**src/rtl/seg_scan_display.sv**
```systemverilog
// Six-digit multiplexed 7-segment driver for an HH.MM.SS BCD time bus, with a per-frame snapshot.
// Optional macro DP_BLINK_EN blinks the HH.MM.SS separator points at 1 Hz.
module seg_scan_display #(
  parameter int CLK_FREQ       = 50000000,
  parameter int SCAN_HZ        = 1000,
  parameter bit SEG_ACTIVE_LOW = 1'b1,
  parameter bit SEL_ACTIVE_LOW = 1'b1
) (
  input  logic        clk,
  input  logic        rst_n,
  input  logic [23:0] clock_time,
  input  logic        blank,
  output logic [7:0]  seg,
  output logic [5:0]  sel,
  output logic        frame_done
);

  localparam int SCAN_DIV = CLK_FREQ / SCAN_HZ;
  localparam int CNT_W    = (SCAN_DIV > 2) ? $clog2(SCAN_DIV) : 1;
  localparam logic [7:0] SEG_MASK = SEG_ACTIVE_LOW ? 8'hFF : 8'h00;
  localparam logic [5:0] SEL_MASK = SEL_ACTIVE_LOW ? 6'h3F : 6'h00;

  logic [CNT_W-1:0] scan_cnt_reg;
  logic [2:0]       idx_reg;
  logic [23:0]      snap_reg;
  logic             frame_done_reg;
  logic [7:0]       seg_reg;
  logic [5:0]       sel_reg;

  logic             tick;
  logic             frame_wrap;
  logic [5:0]       sel_raw;
  logic [3:0]       nibble;
  logic [6:0]       seg7_raw;
  logic             dp_level;
  logic             dp_raw;

  assign tick       = (scan_cnt_reg == CNT_W'(SCAN_DIV - 1));
  assign frame_wrap = tick && (idx_reg == 3'd5);

  // Scan timing and the frame snapshot; snap only moves on the 5->0 wrap so a frame is never torn.
  always_ff @(posedge clk or negedge rst_n) begin
    if (!rst_n) begin
      scan_cnt_reg   <= '0;
      idx_reg        <= 3'd0;
      snap_reg       <= 24'h000000;
      frame_done_reg <= 1'b0;
    end else begin
      if (tick) begin
        scan_cnt_reg <= '0;
        idx_reg      <= (idx_reg == 3'd5) ? 3'd0 : idx_reg + 3'd1;
      end else begin
        scan_cnt_reg <= scan_cnt_reg + CNT_W'(1);
      end
      if (frame_wrap) begin
        snap_reg <= clock_time;
      end
      frame_done_reg <= frame_wrap;
    end
  end

  // One-hot digit select; also steers the nibble mux below.
  genvar gi;
  generate
    for (gi = 0; gi < 6; gi++) begin : g_sel
      assign sel_raw[gi] = (idx_reg == 3'(gi));
    end
  endgenerate

  always_comb begin
    nibble = 4'h0;
    for (int i = 0; i < 6; i++) begin
      if (sel_raw[i]) begin
        nibble = snap_reg[4*i +: 4];
      end
    end
  end

  always_comb begin
    seg7_raw = 7'h40;
    case (nibble)
      4'd0: seg7_raw = 7'h3F;
      4'd1: seg7_raw = 7'h06;
      4'd2: seg7_raw = 7'h5B;
      4'd3: seg7_raw = 7'h4F;
      4'd4: seg7_raw = 7'h66;
      4'd5: seg7_raw = 7'h6D;
      4'd6: seg7_raw = 7'h7D;
      4'd7: seg7_raw = 7'h07;
      4'd8: seg7_raw = 7'h7F;
      4'd9: seg7_raw = 7'h6F;
      default: seg7_raw = 7'h40;
    endcase
  end

`ifdef DP_BLINK_EN
  localparam int HALF_DIV = CLK_FREQ / 2;
  localparam int HALF_W   = (HALF_DIV > 2) ? $clog2(HALF_DIV) : 1;

  logic [HALF_W-1:0] half_cnt_reg;
  logic              phase_reg;

  // Half-second timebase: phase flips every CLK_FREQ/2 clocks for a 1 Hz, 50% blink.
  always_ff @(posedge clk or negedge rst_n) begin
    if (!rst_n) begin
      half_cnt_reg <= '0;
      phase_reg    <= 1'b1;
    end else if (half_cnt_reg == HALF_W'(HALF_DIV - 1)) begin
      half_cnt_reg <= '0;
      phase_reg    <= ~phase_reg;
    end else begin
      half_cnt_reg <= half_cnt_reg + HALF_W'(1);
    end
  end

  assign dp_level = phase_reg;
`else
  assign dp_level = 1'b1;
`endif

  assign dp_raw = (sel_raw[2] | sel_raw[4]) & dp_level;

  // Registered outputs; polarity is applied last so blank/reset mean "all off" in either sense.
  always_ff @(posedge clk or negedge rst_n) begin
    if (!rst_n) begin
      seg_reg <= SEG_MASK;
      sel_reg <= SEL_MASK;
    end else if (blank) begin
      seg_reg <= SEG_MASK;
      sel_reg <= SEL_MASK;
    end else begin
      seg_reg <= {dp_raw, seg7_raw} ^ SEG_MASK;
      sel_reg <= sel_raw ^ SEL_MASK;
    end
  end

  assign seg        = seg_reg;
  assign sel        = sel_reg;
  assign frame_done = frame_done_reg;

endmodule

```
**config.mk**
```make
export PLATFORM = sky130hd
export DESIGN_NAME = seg_scan_display
export DESIGN_NICKNAME = d
export VERILOG_FILES = /design/src/rtl/seg_scan_display.sv
export SDC_FILE = /design/constraint.sdc
export NUM_CORES = 1
export LEC_CHECK = 0
export CORE_MARGIN = 10
export CORE_UTILIZATION = 58
export CTS_CLUSTER_SIZE = 16
export DETAILED_ROUTE_END_ITERATION = 16
export GPL_TIMING_DRIVEN = 0
export PLACE_DENSITY = 0.88
export SYNTH_ARGS = -nofsm -noshare
export SYNTH_HDL_FRONTEND = slang
export SYNTH_SLANG_ARGS = --single-unit
```
**constraint.sdc**
```tcl
create_clock -name clk -period 4.8 [get_ports clk]
set_input_delay 0.96 -clock clk [delete_from_list [all_inputs] [get_ports clk]]
set_output_delay 0.96 -clock clk [all_outputs]
set_load 0.03 [all_outputs]
```
; ---- Yosys cells after proc, flatten, opt, wreduce, memory -nomap -nowiden
; Memory sizes are Yosys's and may differ from the RTL's.
; Index checks and enable logic that the tools add are counted.
[totals]
mem_count = 1
latch_bits = 0
ramBits = 0
reg_bits = 58
output_inout_bits = 15
romBits = 112
[classes]
n_reduce_logical = 2
mux = 10
shift = 0
div = 0
n_eq_ne = 6
add_sub_neg = 2
order_cmp = 0
n_mul = 0
n_bitwise = 3
[memory_table]
columns = memory, words, width, rd, rd_clocked_by_memory_dff, wr, line
row1 = (no name shown), 16, 7, 1, 0, 0, 81  ; case (nibble)
[ops]
columns = op, n
row1 = two-way mux 4 bit, 6
row2 = adder 16 x 1 -> 16 bit (second input constant), 1
row3 = equality test 16 bit (second input constant), 1
row4 = two-way mux 16 bit, 1
row5 = two-way mux 8 bit, 1
row6 = NOT 8 bit, 1
row7 = equality test 3 x 2 -> 1 bit (second input constant), 2
row8 = equality test 3 bit (second input constant), 2
row9 = two-way mux 6 bit, 1
row10 = NOT 6 bit, 1
row11 = adder 3 x 1 -> 3 bit (second input constant), 1
row12 = equality test 3 x 1 -> 1 bit (second input constant), 1
row13 = zero test 3 bit, 1
row14 = two-way mux 3 bit, 1
row15 = logical AND 1 bit, 1
row16 = OR 1 bit, 1

; ---- Logic depth before layout (Yosys ltp)
; An unclocked memory read counts as a cell.
[depth]
word_depth = 10
mapped_depth = 11

; ---- Worst setup path after synthesis
; OpenSTA, ideal clock, no wires.
[synth_timing]
path_kind = register to register
from = register idx_reg[0]
to = register seg_reg[3], in the netlist seg[3]
t_arrival_ns = 2.381
period_less_slack_ns = 2.487
setup_slack_ns = 2.313
n_path_buf = 2
setup_time_ns = 0.107
path_stages_with_launch = 11
cell_sequence = dfrtp_1 > buf_2 > clkbuf_1 > and2_1 > ha_1 > inv_1 > a31oi_1 > inv_1 > ha_1 > nor2_1 > o2111ai_1
[synth_between]
elab_chain_len = 10
elab_cells_between_ends = 15
[synth_rtl]
columns = item, line
row1 = from (decl), 24  ; logic [2:0] idx_reg;
row2 = from (signal assigned), 51  ; idx_reg <= (idx_reg == 3'd5) ? 3'd0 : idx_reg + 3'd1;
row3 = zero test 3 bit, 66  ; assign sel_raw[gi] = (idx_reg == 3'(gi));
row4 = two-way mux 4 bit (5 in a row), 73  ; if (sel_raw[i]) begin
row5 = two-way mux 4 bit *, 73
row6 = memory read (16 x 7 bit) *, --
row7 = NOT 8 bit (no line) *, --
row8 = two-way mux 8 bit *, 128  ; end else if (blank) begin
row9 = to (signal assigned), 132  ; seg_reg <= {dp_raw, seg7_raw} ^ SEG_MASK;
row10 = to (decl), 27  ; logic [7:0] seg_reg;
; Every way passes the cells marked *; elsewhere a longest branch is shown, timed or not.
; A chain may end at the register's enable or synchronous reset.

; ---- Worst setup path after layout
; Ends and elaborated chain as after synthesis.

==> results.yml <==
run_status:
  status: "finished, final reports clean"
cells_and_area:
  syn_to_final_growth_pct: 23.7
  drive_above_1_share_pct: 22.6
  layout_common_cells: "dfrtp_1 (44), clkdlybuf4s50_1 (40), mux2_4 (20)"
  antenna_cells: 0
  nNetsFinal: 314
  largest_reg_flops: 24
  final_common_cell: "dfrtp_1"
  finalNonFillerCells: 341
  fillers: 309
timing:
  hold_viol_final: 0
  relSlewSlack_pct: 45.5
  setup-violations-final: 0
  period_share_pct: 63.0
  worstMarginPinSlew_ps: 813
  min_period_ps: 3020
  setup_tns_ps: 0
  finalClockSkew_ps: 7.36
  rsz0062_at_grt: "no"
  drv_slew: 0
  fmax_mhz: 331
route:
  first_iter_violations: 136
  drc: 0
  firstDrtPassIters: 4
  avgViaCountPerCell: 5.60
  num_vias: 1908
  routedWlPerCell_um: 16.3
  drt_wl_total_um: 5570
  antenna_left: 0
placement:
  placed_cells: 325
  io_buffers: 41
  hpwlAfterDp_um: 4120
  gp_congestion: 0.832
grt:
  grt_pass1_wl_um: 9280
  overflow: 0
  grt_pass1_vias: 1949
  grtUsageTotal_pct: 15.5
  antenna_found_initial: 0
  grt_max_degree: 38
synthesis:
  synthCells: 229
  synth_area_um2: 2800
  yosys_most_used_dff: "dfrtp_1"
  seq_area_frac_synth_pct: 52.6
  synth-edff-count: 0
  synth_top_family_by_area: "multiplexers"
  synth_top_area_cell: "dfrtp_1"
  synth_adder_area_share_pct: 2.24
  synth_area_per_cell_um2: 12.2
  yosysWarnings: 0
  yosys.area_share.simple_pct: 14.5
  synthTopCellsByArea: "dfrtp_1 (39%), dfstp_2 (13%), mux2_4 (11%)"
  ys_ff_latch: 58
  syn_nets: 261
  synthXorXnorAreaFrac_pct: 4.39
  synth_mux_area_share_pct: 16.3
  yosysTopAreaCellShare_pct: 39.4
  async_reset_ff_share_pct: 100
  yosysUniqueCellTypes: 44
  synth_compound_area_share_pct: 6.13
worst_hold_path:
  hold_path.class: "reg -> reg"
power:
  comb_power_share_pct: 5.3
  p_per_area_nw_per_um2: 267
  power_frac_clock_pct: 41.1
  seq_power_share_pct: 53.6
  switchingPower_uw: 207
  vdd_drop_max_v: 0.000186
  internal_power_uw: 717
  p_leak_uw: 0.00155
  sw_frac_of_total_pct: 22.4
setup_path:
  crit_path_max_fanout: 10
  slowest_delay_ps: 600
  worstSetupPathType: "reg -> reg"
  start_kind: "flop"
  worstPathRequired_ps: 5020
  endpoint: "seg[3]$_DFF_PN1_"
  crit_path_start: "idx_reg[0]$_DFFE_PN0N_"
  rr_worst_depth: 10
  arrival_ps: 3240
  r2r_slack_ps: 1780
  r2r-end: "seg[3]$_DFF_PN1_"
  critPathSlowestCell: "a31oi_1"
  rr_startpoint: "idx_reg[0]$_DFFE_PN0N_"
  cp_cell_sequence: "buf_2 > clkbuf_1 > and2_1 > ha_1 > inv_1 > a31oi_1 > inv_1 > ha_1 > nor2_1 > o2111ai_1"
  end_kind: "flop"
clock_tree:
  cts_inserted_buffers: 9
  cts_resized: 0
  postCtsHoldBufs: 0
  clkTransAtPathRegs_ps: 60
  cts_setup_buffers: 0
  cts_buffer_depth: 2
  cts_root_buffer: "clkbuf_8"
  clk_latency_ps: 330
  htreeDepth: 3
  cts.sinks: 58
  cts_tree: "done"
floorplanning:
  coreArea_um2: 4690
  die_h_um: 89.4
  dieArea_um2: 8000
  initial_core_util_pct: 59.6
  die_x_um: 89.4
  ios: 42
  row_count: 25
flow_run:
  drv_cap: 0
-- final cells by class --
cell class / instances / area [um^2] / share of cell area, %
multi-input combinational: 153 / 1220 / 35.2
sequential: 58 / 1470 / 42.5
timing repair buffer: 42 / 425 / 12.3
buffer: 9 / 76.3 / 2.21
inverter: 9 / 33.8 / 0.977
tap: 54 / 67.6 / 1.95
clock buffer: 10 / 138 / 3.98
clock inverter: 6 / 32.5 / 0.941
-- how the worst min path moves through the flow --
stage / start / end / cells past startpoint
2_1_floorplan: scan_cnt_reg[0]$_DFF_PN0_ / scan_cnt_reg[0]$_DFF_PN0_ / 1
3_3_place_gp: scan_cnt_reg[0]$_DFF_PN0_ / scan_cnt_reg[0]$_DFF_PN0_ / 1
3_5_place_dp: scan_cnt_reg[0]$_DFF_PN0_ / scan_cnt_reg[0]$_DFF_PN0_ / 1
4_1_cts: scan_cnt_reg[0]$_DFF_PN0_ / scan_cnt_reg[0]$_DFF_PN0_ / 1
5_1_grt: scan_cnt_reg[0]$_DFF_PN0_ / scan_cnt_reg[0]$_DFF_PN0_ / 1
6_report: scan_cnt_reg[0]$_DFF_PN0_ / scan_cnt_reg[0]$_DFF_PN0_ / 1
-- metal layers --
layer / global-route usage (%) / vias to the layer above / wire (um)
met1: 18.8 / 942 / 2550
met5: 0 / - / 0
met3: 4.47 / 6 / 318
met2: 24.5 / 53 / 2640
met4: 8.24 / 0 / 63
li1: - / 907 / -
-- cell usage after synthesis (2+ instances only) --
master,n
dfrtp_1,44
mux2_4,20
nor2_1,16
dfstp_2,14
nand2_1,14
mux2i_1,11
nand3_1,10
o21ai_0,10
xnor2_1,8
inv_1,7
xor2_1,6
ha_1,5
nor3_1,5
clkbuf_1,4
mux2_2,4
nand3b_1,4
nand4_1,4
nor2b_1,4
a21o_1,3
and2_1,3
nand2b_1,3
a21oi_1,2
a31oi_1,2
buf_12,2
buf_2,2
nor4b_1,2
o2111ai_1,2
o211ai_1,2
-- power by group through the flow --
stage	combinational [uW]	sequential (uW)	clock [uW]
5_1_grt	52.4	495	413
4_1_cts	49.6	495	388
2_1_floorplan	3.05	511	0
3_3_place_gp	46.9	504	0
3_5_place_dp	49.3	504	0
6_report	48.5	495	380
-- worst max-delay path, delay by kind of cell (launching register included) --
| kind | cells | cell delay (ps) |
|---|---|---|
| buffers and inverters | 4 | 850 |
| AOI/OAI and AO/OA | 2 | 720 |
| DFF | 1 | 360 |
| adders and majority gates | 2 | 630 |
| and+or+nand+nor | 2 | 340 |
-- cell families (layout without fill, tap and decap cells) --
| logic type | count (synthesis) | count (layout) |
|---|---|---|
| AO/OA/AOI/OAI | 26 | 26 |
| XOR/XNOR | 14 | 14 |
| AND/OR/NAND/NOR | 73 | 73 |
| adder cells (fa/ha/maj) | 5 | 5 |
| multiplexers | 35 | 35 |
| flip-flops | 58 | 58 |
| buffers and inverters | 18 | 76 |
-- through the flow --
stage                     util [%]  hold WS, ps  setup slack (ps)  instance area [um^2]  total power, uW
final                         73.7          497              1780                  3460              924
after global routing          73.7          518              1420                  3460              961
after CTS                     73.7          502              1830                  3460              933
after detailed placement      70.1          494              1870                  3290              553
after global placement        69.8          470              1140                  3270              551
after floorplan                  -          455              2310                  2800              514
(Power assumes the default switching activity.)
==> edit 1, RTL diff (same settings) <==
The option `DP_BLINK_EN` is turned on by a define.
--- a/src/rtl/seg_scan_display.sv
+++ b/src/rtl/seg_scan_display.sv
@@ -2,2 +2,4 @@
 // Optional macro DP_BLINK_EN blinks the HH.MM.SS separator points at 1 Hz.
+`define DP_BLINK_EN
+
 module seg_scan_display #(
Check against the original RTL: no difference found for any inputs over 10 cycles, from zero or initial values and one cycle with rst_n low; that may be too few to reach the edited logic, so the function may still have changed.
==> edit 1 against the unedited design <==
  * Maximum frequency grew 1.9%
  * Routed wire length grew 44%
  * Cell area grew 34%
  * Sequential cell count grew 26
  * Synthesized cell count grew 48%
  * Clock skew grew 0.0019 ns
  * Via count grew 41%
  * Count of clock-buffer cells in the layout grew 1
  * Total power grew 42%
  * Area after synthesis grew 40%
  * Worst setup slack gained 0.058 ns
  * Critical path type unchanged
  * Highest routed layer unchanged
==> edit 1: results (changes against the unedited design) <==
Outcome: complete, no violations
Leak: 2.165 nW (+40%)
Port bufs: 40 (-2.4%)
Largest net degree at the start of global routing: 45 (+18%)
CTS-repair resized insts: 0 (unchanged)
Critical path's top delay family: simple AND/OR/NAND/NOR gates
Post-CTS Setup Bufs: 0 (unchanged)
Warnings, synthesis: 0 (unchanged)
R2R setup slack: 1.84 ns (+0.06 ns)
Top cells by count, synth: 69 x dfrtp_1, 35 x nor2_1, 25 x xor2_1
CP Max Fanout: 10 (unchanged)
FFs w/ async S/R, synth: 100.0% (unchanged)
Slowest cell on the critical path: a311oi_2
N_diodes: 0 (unchanged)
Wire length of the first global-routing pass: 13,480 um (+45%)
Worst R2R Path Depth: 11 (+1)
Hold Crit Start: snap_reg[13]
Max VDD drop: 0.0002622 V (+41%)
Fill count: 467 (+51%)
WHS Endpoint: snap_reg[13]
Synth area leaders: dfrtp_1 44%, dfstp_2 10%, mux2_1 6.4%
Worst min-delay path class: reg2reg
Nets: 424 (+35%)
Worst path max stage delay: 0.49 ns (-0.11 ns)
Worst slew margin: 53.88% (+8.3 points)
Post-Route WL: 8009 um (+44%)
Clock Skew: 0.009223 ns (+0.001858 ns)
Initial antenna violation count: 0 (unchanged)
Worst-Skew Late Latency: 0.34 ns
R2R Path End: seg[5]
Layout cells sized above 1: 13.89% (-8.8 points)
Synth unique cells: 52 (+18%)
Clk buf depth: 2 (unchanged)
Global placer's final weighted congestion: 0.8212 (-1.3%)
Initial DRT Pass Iterations: 4 (unchanged)
Reg clk slew, reported paths: 0.08 ns (+0.02 ns)
CTS root buf: clkbuf_8
Max reg flops: 25 (+4.2%)
Detail Placement HPWL: 5705 um (+38%)
Hold path depth: 1 (unchanged)
GRT Total Usage: 16.41% (+0.89 points)
DRT iter0 DRCs: 146 (+7.4%)
Drt via density: 5.668 (+1.3%)
Total CTS buffers: 9 (unchanged)
Vias in the first global route: 2,797 (+44%)
Arrival @ worst endpoint: 3.25 ns (about the same)
Syn_nets: 372 (+43%)
Start point of the critical path: idx_reg[0]
Fin Hold WS: 0.4842 ns (-0.01289 ns)
Seq/Total Area, Yosys: 54.38% (+1.8 points)
H-tree levels: 3 (unchanged)
## edit 1: cell types whose count changed after synthesis, sizes merged, moves of 5 or more
cell and delta:
nor2 +19, mux2i -8, dfrtp +25, xor2 +19
buf +5, and3 +5, nand3 +14
## edit 1: where the power goes
part           total (W)  internal (W)  switching (W)
combinational  0.0000529     0.0000264      0.0000265
clock           0.000545      0.000305       0.000240
sequential      0.000713      0.000713    0.000000799
total            0.00131       0.00104       0.000267
## edit 1: routing by layer
layer	part of all wire, %	wire [um]	vias to the layer above	GRT usage, %
li1	-	-	1289	-
met3	4.0	320	16	3.306
met5	0	0	-	0
met1	44	3496	1313	20.26
met4	2.5	199	0	8.894
met2	50	3992	63	26.57
## edit 1: cell families after synthesis
group | Yosys count | synth area share (%)
compound gates | 33 | 7.122
xor+xnor | 37 | 8.309
fa+ha+maj | 6 | 1.925
buf+inv | 21 | 2.791
flops | 84 | 54.38
mux | 26 | 7.507
simple gates | 132 | 17.97
## edit 1: cell type report
cell class	instances	area share (%)
multi-input cells	234	36.07
clock inverters	5	1.621
plain buffers	12	1.621
well taps	77	2.081
clock buffers	11	3.053
inverters	9	0.7295
flip-flops and latches	84	45.80
repair buffers	41	9.025
## edit 1: stage by stage
stage	power (W)	setup WS [ns]	instance area, um2	instances
final	0.001311	1.835	4631	473
after global routing	0.001358	1.632	4631	473
after CTS	0.001323	1.826	4631	473
after detailed placement	0.0007813	1.856	4414	457
after global placement	0.0007790	-0.02887	4397	456
after floorplan	0.0007382	2.335	3900	339
## edit 1: how the worst max path moves through the flow
| stage | end | slack, ns | cells past startpoint |
|---|---|---|---|
| 6_report | seg[5] | 1.84 | 11 |
| 5_1_grt | seg[5] | 1.63 | 11 |
| 4_1_cts | seg[5] | 1.83 | 11 |
| 3_5_place_dp | seg[5] | 1.86 | 11 |
| 3_3_place_gp | half_cnt_reg[18] | -0.03 | 1 |
| 2_1_floorplan | seg[5] | 2.33 | 9 |
==> edit 2, RTL diff (config.mk and constraints unchanged) <==
Made on the original files. The output `frame_done` loses its register stage (`frame_done_reg` becomes a continuous assignment).
--- a/src/rtl/seg_scan_display.sv
+++ b/src/rtl/seg_scan_display.sv
@@ -46,3 +46,2 @@
       snap_reg       <= 24'h000000;
-      frame_done_reg <= 1'b0;
     end else begin
@@ -57,5 +56,6 @@
       end
-      frame_done_reg <= frame_wrap;
     end
   end
+
+  assign frame_done_reg = frame_wrap;
 
Behaviour: same outputs for any inputs over 10 cycles, from zero or initial values and one cycle with rst_n low; that may be too few to reach the edited logic, so the function may still have changed.
==> edit 2 against the unedited design <==
  * Die area fell by 0.69%
  * Worst hold slack improved by 0.0056 ns
  * Core utilization rose by 1.2 points
  * Worst setup slack got worse by 0.37 ns
  * Total power rose by 11%
  * Routed wire length rose by 1.4%
  * Area after synthesis fell by 0.90%
  * Sequential share of layout area fell by 1.1 points
  * Synthesized cell count fell by 0.44%
  * Count of clock-buffer cells in the layout rose by 5
  * Cell area rose by 0.90%
  * Sequential cell count fell by 1
  * Largest power group is now clock
==> edit 2: results (changes against the unedited design) <==
Clk buf depth: 2 (unchanged)
Worst slew margin: 44.36% (-1.2 points)
Leak: 1.560 nW (+0.67%)
Drt via density: 5.624 (+0.50%)
GRT Total Usage: 15.61% (+0.090 points)
Syn_nets: 260 (-0.38%)
Top cells by count, synth: 43 x dfrtp_1, 20 x mux2_4, 16 x nor2_1
Crit path time final: 3.395 ns (+0.3725 ns)
Outcome: complete, no violations
Post-placement setup slack: 1.769 ns (-0.1007 ns)
Detail Placement HPWL: 4080 um (-1.1%)
Vias: 1,912 (+0.21%)
FFs w/ async S/R, synth: 100.0% (unchanged)
Fin Hold WS: 0.5026 ns (+0.005569 ns)
Max-cap viol count: 0 (unchanged)
Start point of the critical path: scan_cnt_reg[10]
Largest net degree at the start of global routing: 35 (-7.9%)
Slowest cell on the critical path: clkdlybuf4s50_1
Sw Share: 19.60% (-2.8 points)
Post-Route Utilization: 74.87% (+1.2 points)
Initial antenna violation count: 0 (unchanged)
Compound-Gate Fraction of Synth Area: 6.188% (+0.055 points)
Worst path max stage delay: 0.75 ns (+0.15 ns)
Max VDD drop: 0.0003255 V (+75%)
Layout cells sized above 1: 22.38% (-0.27 points)
Logic pwr share: 4.7% (-0.6 points)
CP Max Fanout: 5 (-5)
DRT iter0 DRCs: 115 (-15%)
Wire length of the first global-routing pass: 9542 um (+2.8%)
Critical path's top delay family: simple AND/OR/NAND/NOR gates
Max reg flops: 24 (unchanged)
WL/cell: 16.62 um (+1.7%)
Global placer's final weighted congestion: 0.7741 (-7.0%)
Dpl cell area: 3263 um2 (-0.76%)
Arrival @ worst endpoint: 2.43 ns (-0.81 ns)
Post-synthesis adder-cell area fraction: 2.258% (+0.020 points)
Clock Skew: 0.005711 ns (-0.001654 ns)
Placed insts: 324 (-0.31%)
Clock Power Share: 47.7% (+6.6 points)
Vias in the first global route: 2,019 (+3.6%)
H-tree levels: 3 (unchanged)
Worst min-delay path class: reg2reg
Clk. pwr: 0.000489 W (+29%)
Setup crit end: frame_done
Hold Crit Start: scan_cnt_reg[0]
Nets: 313 (-0.32%)
Seq/Total Area, Yosys: 52.12% (-0.43 points)
Mux share of post-synthesis cell area: 16.44% (+0.15 points)
Avg Cell Area, Syn: 12.15 um2 (-0.46%)
Synth Area in XOR/XNOR: 4.426% (+0.040 points)
R2R setup slack: 1.71 ns (-0.07 ns)
Worst-Skew Late Latency: 0.33 ns (about the same)
Synth area leaders: dfrtp_1 39%, dfstp_2 13%, mux2_4 11%
Hold path depth: 1 (unchanged)
RR Startpoint: idx_reg[0]
edit 2: cell type report:
class	instances	area share, %
clock inverter	1	0.8605
multi-input combinational	153	34.85
timing repair buffer	42	12.19
buffer	9	2.187
inverter	9	0.9681
sequential	57	41.38
tap	54	1.936
clock buffer	15	5.629
edit 2: metal layers:
metal / track usage [%] / vias to the layer above / share of wire (%)
li1: - / 912 / -
met1: 18.91 / 939 / 45
met5: 0 / - / 0
met4: 7.659 / 0 / 1.7
met2: 25.48 / 50 / 49
met3: 3.646 / 11 / 4.2
edit 2: worst reg2reg max path, stage by stage, from the launching register on:
cell and delay (ns):
dfrtp_1 0.36, buf_2 0.25, clkbuf_1 0.34, and2_1 0.19, ha_1 0.31, inv_1 0.15
a31oi_1 0.61, inv_1 0.16, ha_1 0.36, nor2_1 0.13, o2111ai_1 0.12
